==> src/rtl/nco_wavegen.sv <==
// nco_wavegen: phase-accumulator NCO with sine (quarter-wave LUT), square, triangle and sawtooth.
// Define NCO_AMPLITUDE_SCALE_EN to add an amplitude input and one gain stage (latency 3 -> 4).
module nco_wavegen #(
  parameter int PHASE_W    = 32,
  parameter int LUT_ADDR_W = 8,
  parameter int OUT_W      = 8
) (
  input  logic               clk,
  input  logic               reset_n,
  input  logic               enable,
  input  logic               sync_clear,
  input  logic [PHASE_W-1:0] ftw,
  input  logic [PHASE_W-1:0] phase_offset,
  input  logic [1:0]         mode,
`ifdef NCO_AMPLITUDE_SCALE_EN
  input  logic [OUT_W-1:0]   amplitude,
`endif
  output logic [OUT_W-1:0]   sample,
  output logic               sample_valid
);

  // Only the top phase bits feed any waveform: sine address, or triangle (MSB + OUT_W below it).
  localparam int P1_W = (LUT_ADDR_W > OUT_W + 1) ? LUT_ADDR_W : OUT_W + 1;
  localparam int QA_W = LUT_ADDR_W - 2;
  localparam int QN   = 1 << QA_W;
  localparam logic [OUT_W-1:0] MID = {1'b1, {(OUT_W-1){1'b0}}};
  localparam longint AMP = (64'sd1 <<< (OUT_W - 1)) - 64'sd1;

  typedef enum logic [1:0] {
    MODE_SINE   = 2'b00,
    MODE_SQUARE = 2'b01,
    MODE_TRI    = 2'b10,
    MODE_SAW    = 2'b11
  } mode_e;

  // Elaboration-time round(AMP*sin(2*pi*k/2^LUT_ADDR_W)) in 2^30 fixed point via Taylor series.
  function automatic logic [OUT_W-2:0] sine_q(input int k);
    longint x;
    longint term;
    longint sum;
    longint r;
    x    = (64'sd6746518852 * longint'(k)) >>> LUT_ADDR_W;
    term = x;
    sum  = x;
    for (int n = 1; n <= 10; n++) begin
      term = -((((term * x) >>> 30) * x) >>> 30) / longint'((2 * n) * (2 * n + 1));
      sum  = sum + term;
    end
    r = (sum * AMP + (64'sd1 <<< 29)) >>> 30;
    return (OUT_W-1)'(r);
  endfunction

  logic [OUT_W-2:0] qtab [QN+1];

  for (genvar g = 0; g <= QN; g++) begin : g_qtab
    localparam logic [OUT_W-2:0] QV = sine_q(g);
    assign qtab[g] = QV;
  end

  // Stage A: accumulator. Clear outranks enable and suppresses that cycle's sample.
  logic [PHASE_W-1:0] acc_q;
  logic [P1_W-1:0]    p1_q;
  mode_e              mode1_q;
  logic               v1_q;

  always_ff @(posedge clk or negedge reset_n) begin
    if (!reset_n) begin
      acc_q   <= '0;
      p1_q    <= '0;
      mode1_q <= MODE_SINE;
      v1_q    <= 1'b0;
    end else if (sync_clear) begin
      acc_q <= '0;
      v1_q  <= 1'b0;
    end else if (enable) begin
      p1_q    <= P1_W'((acc_q + phase_offset) >> (PHASE_W - P1_W));
      mode1_q <= mode_e'(mode);
      v1_q    <= 1'b1;
      acc_q   <= acc_q + ftw;
    end else begin
      v1_q <= 1'b0;
    end
  end

  // Stage B: waveform compute.
  logic [LUT_ADDR_W-1:0] lut_a;
  logic [1:0]            quad;
  logic [QA_W-1:0]       q_idx;
  logic [QA_W:0]         q_addr;
  logic [OUT_W-2:0]      q_mag;
  logic [OUT_W-1:0]      tri_t;
  logic [OUT_W-1:0]      wave_d;

  always_comb begin
    lut_a  = p1_q[P1_W-1 -: LUT_ADDR_W];
    quad   = lut_a[LUT_ADDR_W-1 -: 2];
    q_idx  = lut_a[QA_W-1:0];
    q_addr = quad[0] ? ((QA_W+1)'(QN) - {1'b0, q_idx}) : {1'b0, q_idx};
    q_mag  = qtab[q_addr];
    tri_t  = p1_q[P1_W-2 -: OUT_W];
    wave_d = '0;
    case (mode1_q)
      MODE_SINE:   wave_d = quad[1] ? (MID - {1'b0, q_mag}) : (MID + {1'b0, q_mag});
      MODE_SQUARE: wave_d = p1_q[P1_W-1] ? '0 : '1;
      MODE_TRI:    wave_d = p1_q[P1_W-1] ? ~tri_t : tri_t;
      default:     wave_d = p1_q[P1_W-1 -: OUT_W];
    endcase
  end

  logic [OUT_W-1:0] p2_q;
  logic             v2_q;

  always_ff @(posedge clk or negedge reset_n) begin
    if (!reset_n) begin
      p2_q <= '0;
      v2_q <= 1'b0;
    end else begin
      v2_q <= v1_q;
      if (v1_q) p2_q <= wave_d;
    end
  end

  logic [OUT_W-1:0] fin_wave;
  logic             fin_v;

`ifdef NCO_AMPLITUDE_SCALE_EN
  localparam int PW = 2 * OUT_W + 2;
  localparam logic signed [PW-1:0] LIM = PW'(AMP);

  logic signed [PW-1:0] diff_w;
  logic signed [PW-1:0] amp_w;
  logic signed [PW-1:0] prod_w;
  logic signed [PW-1:0] shift_w;
  logic [OUT_W-1:0]     scaled_d;
  logic [OUT_W-1:0]     s3_q;
  logic                 v3_q;

  // Signed gain around midscale; amplitude = MID is unity, result clamped to +/-AMP.
  always_comb begin
    diff_w  = PW'($signed({1'b0, p2_q}) - $signed({1'b0, MID}));
    amp_w   = PW'({1'b0, amplitude});
    prod_w  = diff_w * amp_w;
    shift_w = prod_w >>> (OUT_W - 1);
    if (shift_w > LIM) begin
      scaled_d = '1;
    end else if (shift_w < -LIM) begin
      scaled_d = {{(OUT_W-1){1'b0}}, 1'b1};
    end else begin
      scaled_d = shift_w[OUT_W-1:0] + MID;
    end
  end

  always_ff @(posedge clk or negedge reset_n) begin
    if (!reset_n) begin
      s3_q <= '0;
      v3_q <= 1'b0;
    end else begin
      v3_q <= v2_q;
      if (v2_q) s3_q <= scaled_d;
    end
  end

  assign fin_wave = s3_q;
  assign fin_v    = v3_q;
`else
  assign fin_wave = p2_q;
  assign fin_v    = v2_q;
`endif

  // Output handshake: sample_valid is a one-cycle strobe per issued sample with no backpressure;
  // the consumer must take sample on every cycle sample_valid is high. sample holds otherwise.
  logic [OUT_W-1:0] sample_q;
  logic             sample_valid_q;

  always_ff @(posedge clk or negedge reset_n) begin
    if (!reset_n) begin
      sample_q       <= '0;
      sample_valid_q <= 1'b0;
    end else begin
      sample_valid_q <= fin_v;
      if (fin_v) sample_q <= fin_wave;
    end
  end

  assign sample       = sample_q;
  assign sample_valid = sample_valid_q;

endmodule

==> config.mk <==
export PLATFORM = sky130hd
export DESIGN_NAME = nco_wavegen
export DESIGN_NICKNAME = d
export VERILOG_FILES = /design/src/rtl/nco_wavegen.sv
export SDC_FILE = /design/constraint.sdc
export NUM_CORES = 1
export LEC_CHECK = 0
export CAP_MARGIN = 10
export CELL_PAD_IN_SITES_DETAIL_PLACEMENT = 1
export CELL_PAD_IN_SITES_GLOBAL_PLACEMENT = 2
export CORE_MARGIN = 5
export CORE_UTILIZATION = 35
export CTS_BUF_LIST = sky130_fd_sc_hd__clkbuf_4 sky130_fd_sc_hd__clkbuf_8
export CTS_CLUSTER_SIZE = 12
export DETAILED_ROUTE_END_ITERATION = 10
export PLACE_DENSITY = 0.91
export SKIP_CTS_REPAIR_TIMING = 1
export SYNTH_ARGS = -nofsm -noshare
export SYNTH_HDL_FRONTEND = slang
export SYNTH_SLANG_ARGS = --single-unit
==> constraint.sdc <==
create_clock -name clk -period 5.1 [get_ports clk]
set_input_delay 0.51 -clock clk [delete_from_list [all_inputs] [get_ports clk]]
set_output_delay 0.51 -clock clk [all_outputs]
set_load 0.005 [all_outputs]
==> results.sh <==
export IMPL_status="complete, no violations"
export IMPL_fp_row_count=48
export IMPL_period_minus_slack_ps=3890
export IMPL_critPathCaptureType="register"
export IMPL_drc=0
export IMPL_insertion_delay_ps=370
export IMPL_synth_top_flop_cell="dfrtp_1"
export IMPL_synth_avg_cell_area_sq_um=8.49
export IMPL_cts_buffers=9
export IMPL_cts_sinks=62
export IMPL_yosysUniqueCellTypes=86
export IMPL_worstSetupStartpointType="register"
export IMPL_synth_warning_count=0
export IMPL_diodes=0
export IMPL_final_common_cell="clkdlybuf4s50_1"
export IMPL_fin_cells=1026
export IMPL_wl_per_cell_microns=18.0
export IMPL_area_delta_synth_final_pct=18.7
export IMPL_netlist_instances=737
export IMPL_p_leak_nw=3.29
export IMPL_hold_path_class="input port to asynchronous set/reset pin"
export IMPL_power_mw=3.39
export IMPL_drive_gt1_share_pct=7.62
export IMPL_io_buffer_count=78
export IMPL_initial_core_util_pct=35.9
export IMPL_worstPathRequired_ps=5360
export IMPL_synthArstFlopShare_pct=100
export IMPL_seq_area_frac_synth_pct=24.8
export IMPL_grt_pass1_vias=5854
export IMPL_htree_levels=3
export IMPL_layout_common_cells="clkdlybuf4s50_1 (76), nand2_1 (73), ha_1 (71), dfrtp_1 (62), nor2_1 (61)"
export IMPL_max_freq_mhz=257
export IMPL_fp_dieH_microns=144
export IMPL_ctsLongestPathBuffers=2
export IMPL_nets=938
export IMPL_final_area_sq_um=7420
export IMPL_synth_seq_cells=62
export IMPL_wirelength_mm=18.5
export IMPL_rsz0062_at_grt="no"
export IMPL_slew_headroom_pct=32.7
export IMPL_vias=5689
export IMPL_arrival_ps=4140
export IMPL_synth_edf_count=0
export IMPL_hpwl_mm=14.1
export IMPL_power_density_nw_per_um2=456
export IMPL_fin_skew_ps=21.8
export IMPL_viasPerCell=5.54
export IMPL_ir_worst_vdd_uv=203
export IMPL_die_area_sq_um=20600
export IMPL_crit_type="register to register"
export IMPL_place_area_sq_um=7200
export IMPL_drtPass1Iterations=4
export IMPL_dp_cells=1010
export IMPL_grt_antenna_before_repair=0
export IMPL_drt_first_iter_violations=226
export IMPL_boundaryPins=79
export IMPL_clockRootBuffer="clkbuf_8"
export IMPL_clk_pin_slew_ps=100
export IMPL_finalSetupViolCount=0
export IMPL_core_sq_um=17400
export IMPL_gp_congestion=0.857
export IMPL_finalCritPeriodShare_pct=76.2
export IMPL_ant_nets=0
export IMPL_report_final_slew_viol_count=0
export IMPL_r2r_setup_slack_ps=1210
export IMPL_die_x_microns=144
export IMPL_overflow=0
export IMPL_drv_cap=0
export IMPL_syn_nets=879
export IMPL_critical_path_max_fanout=8
export IMPL_tns_ps=0
export IMPL_cts_tree="done"
export IMPL_syn_area_sq_um=6250
export IMPL_tightest_slew_ps=1010
export IMPL_grt_max_degree=63
export IMPL_grt_pass1_wl_mm=30.5
export IMPL_hold_viol_final=0
export IMPL_grt_total_usage_pct=18.3
final timing paths:
kind                        startpoint           to  cells after the start
max                            p1_q[1]  fin_wave[6]                     14
min                            reset_n    acc_q[17]                      2
max reg2reg                    p1_q[1]  fin_wave[6]                     14
min reg2reg                fin_wave[7]  fin_wave[7]                      2
max in group asynchronous      reset_n      p1_q[0]                      2
min in group clk           fin_wave[7]  fin_wave[7]                      2
worst max-delay path, cell delays in order (launching register included):
cell	delay, ps
dfrtp_1	380
inv_1	260
ha_1	310
or3b_4	430
a211o_1	390
mux2i_1	180
o22ai_1	100
o2111a_1	260
or2_2	290
ha_1	250
nand2_1	60
and4bb_1	190
mux2i_1	120
a2111o_1	430
o221a_2	120
cell usage after synthesis, drive strengths merged (6+ instances only):
master | count | area, sq um
nand4 | 9 | 56.3
a211oi | 11 | 95.1
buf | 13 | 76.3
nor2 | 62 | 235
clkbuf | 25 | 93.8
nor3 | 19 | 95.1
o31ai | 8 | 78.8
xor2 | 18 | 165
ha | 71 | 888
o21a | 6 | 45.0
nand3 | 14 | 70.1
mux2 | 11 | 124
nor2b | 8 | 50.1
mux2i | 34 | 340
o211ai | 9 | 72.6
a21oi | 58 | 294
inv | 27 | 101
o311ai | 6 | 52.6
dfrtp | 62 | 1550
a21o | 13 | 97.6
o21ai | 53 | 273
nand2 | 73 | 274
o21bai | 10 | 75.1
xnor2 | 31 | 305
registers in the layout, summed over array words and instances, names as in the netlist:
| name | count |
|---|---|
| sample_valid | 1 |
| acc_q | 32 |
| mode1_q | 2 |
| fin_v | 1 |
| sample | 8 |
| fin_wave | 8 |
| p1_q | 9 |
| v1_q | 1 |
cell families (layout without fill, tap and decap cells):
family / Yosys count / count (layout) / share of synthesized area [%]
AOI/OAI and AO/OA: 221 / 221 / 23.8
and+or+nand+nor: 221 / 221 / 16.9
adders and majority gates: 72 / 72 / 14.5
buffers and inverters: 65 / 129 / 4.34
DFF: 62 / 62 / 24.8
xor gates and xnor gates: 49 / 49 / 7.52
muxes: 47 / 47 / 8.14
cell type report:
cell class	instances	area, sq um
fillers	2087	9990
well taps	225	282
clock buffers	9	124
inverters	27	101
flip-flops and latches	62	1550
clock inverters	7	103
multi-input cells	610	4430
repair buffers	86	831
stage by stage:
stage               util [%]  worst slack, ps  hold WS (ps)
finish                  42.6             1210           338
global route            42.6              914           428
CTS                     42.6             1230           374
detailed placement      41.3             1250           475
global placement        41.3             1340           469
floorplan                  -             1260           214
layer usage:
layer	track usage, %	share of wire [%]
met5	0	0
met4	3.91	1.0
met3	2.66	3.0
met2	30.4	48
met1	25.3	48
power by group:
group	switching (mW)	internal [mW]	total [mW]
Clock	0.252	0.282	0.535
Sequential	0.165	0.616	0.781
Combinational	1.14	0.931	2.07
Total	1.56	1.83	3.39
(Power assumes the default switching activity.)
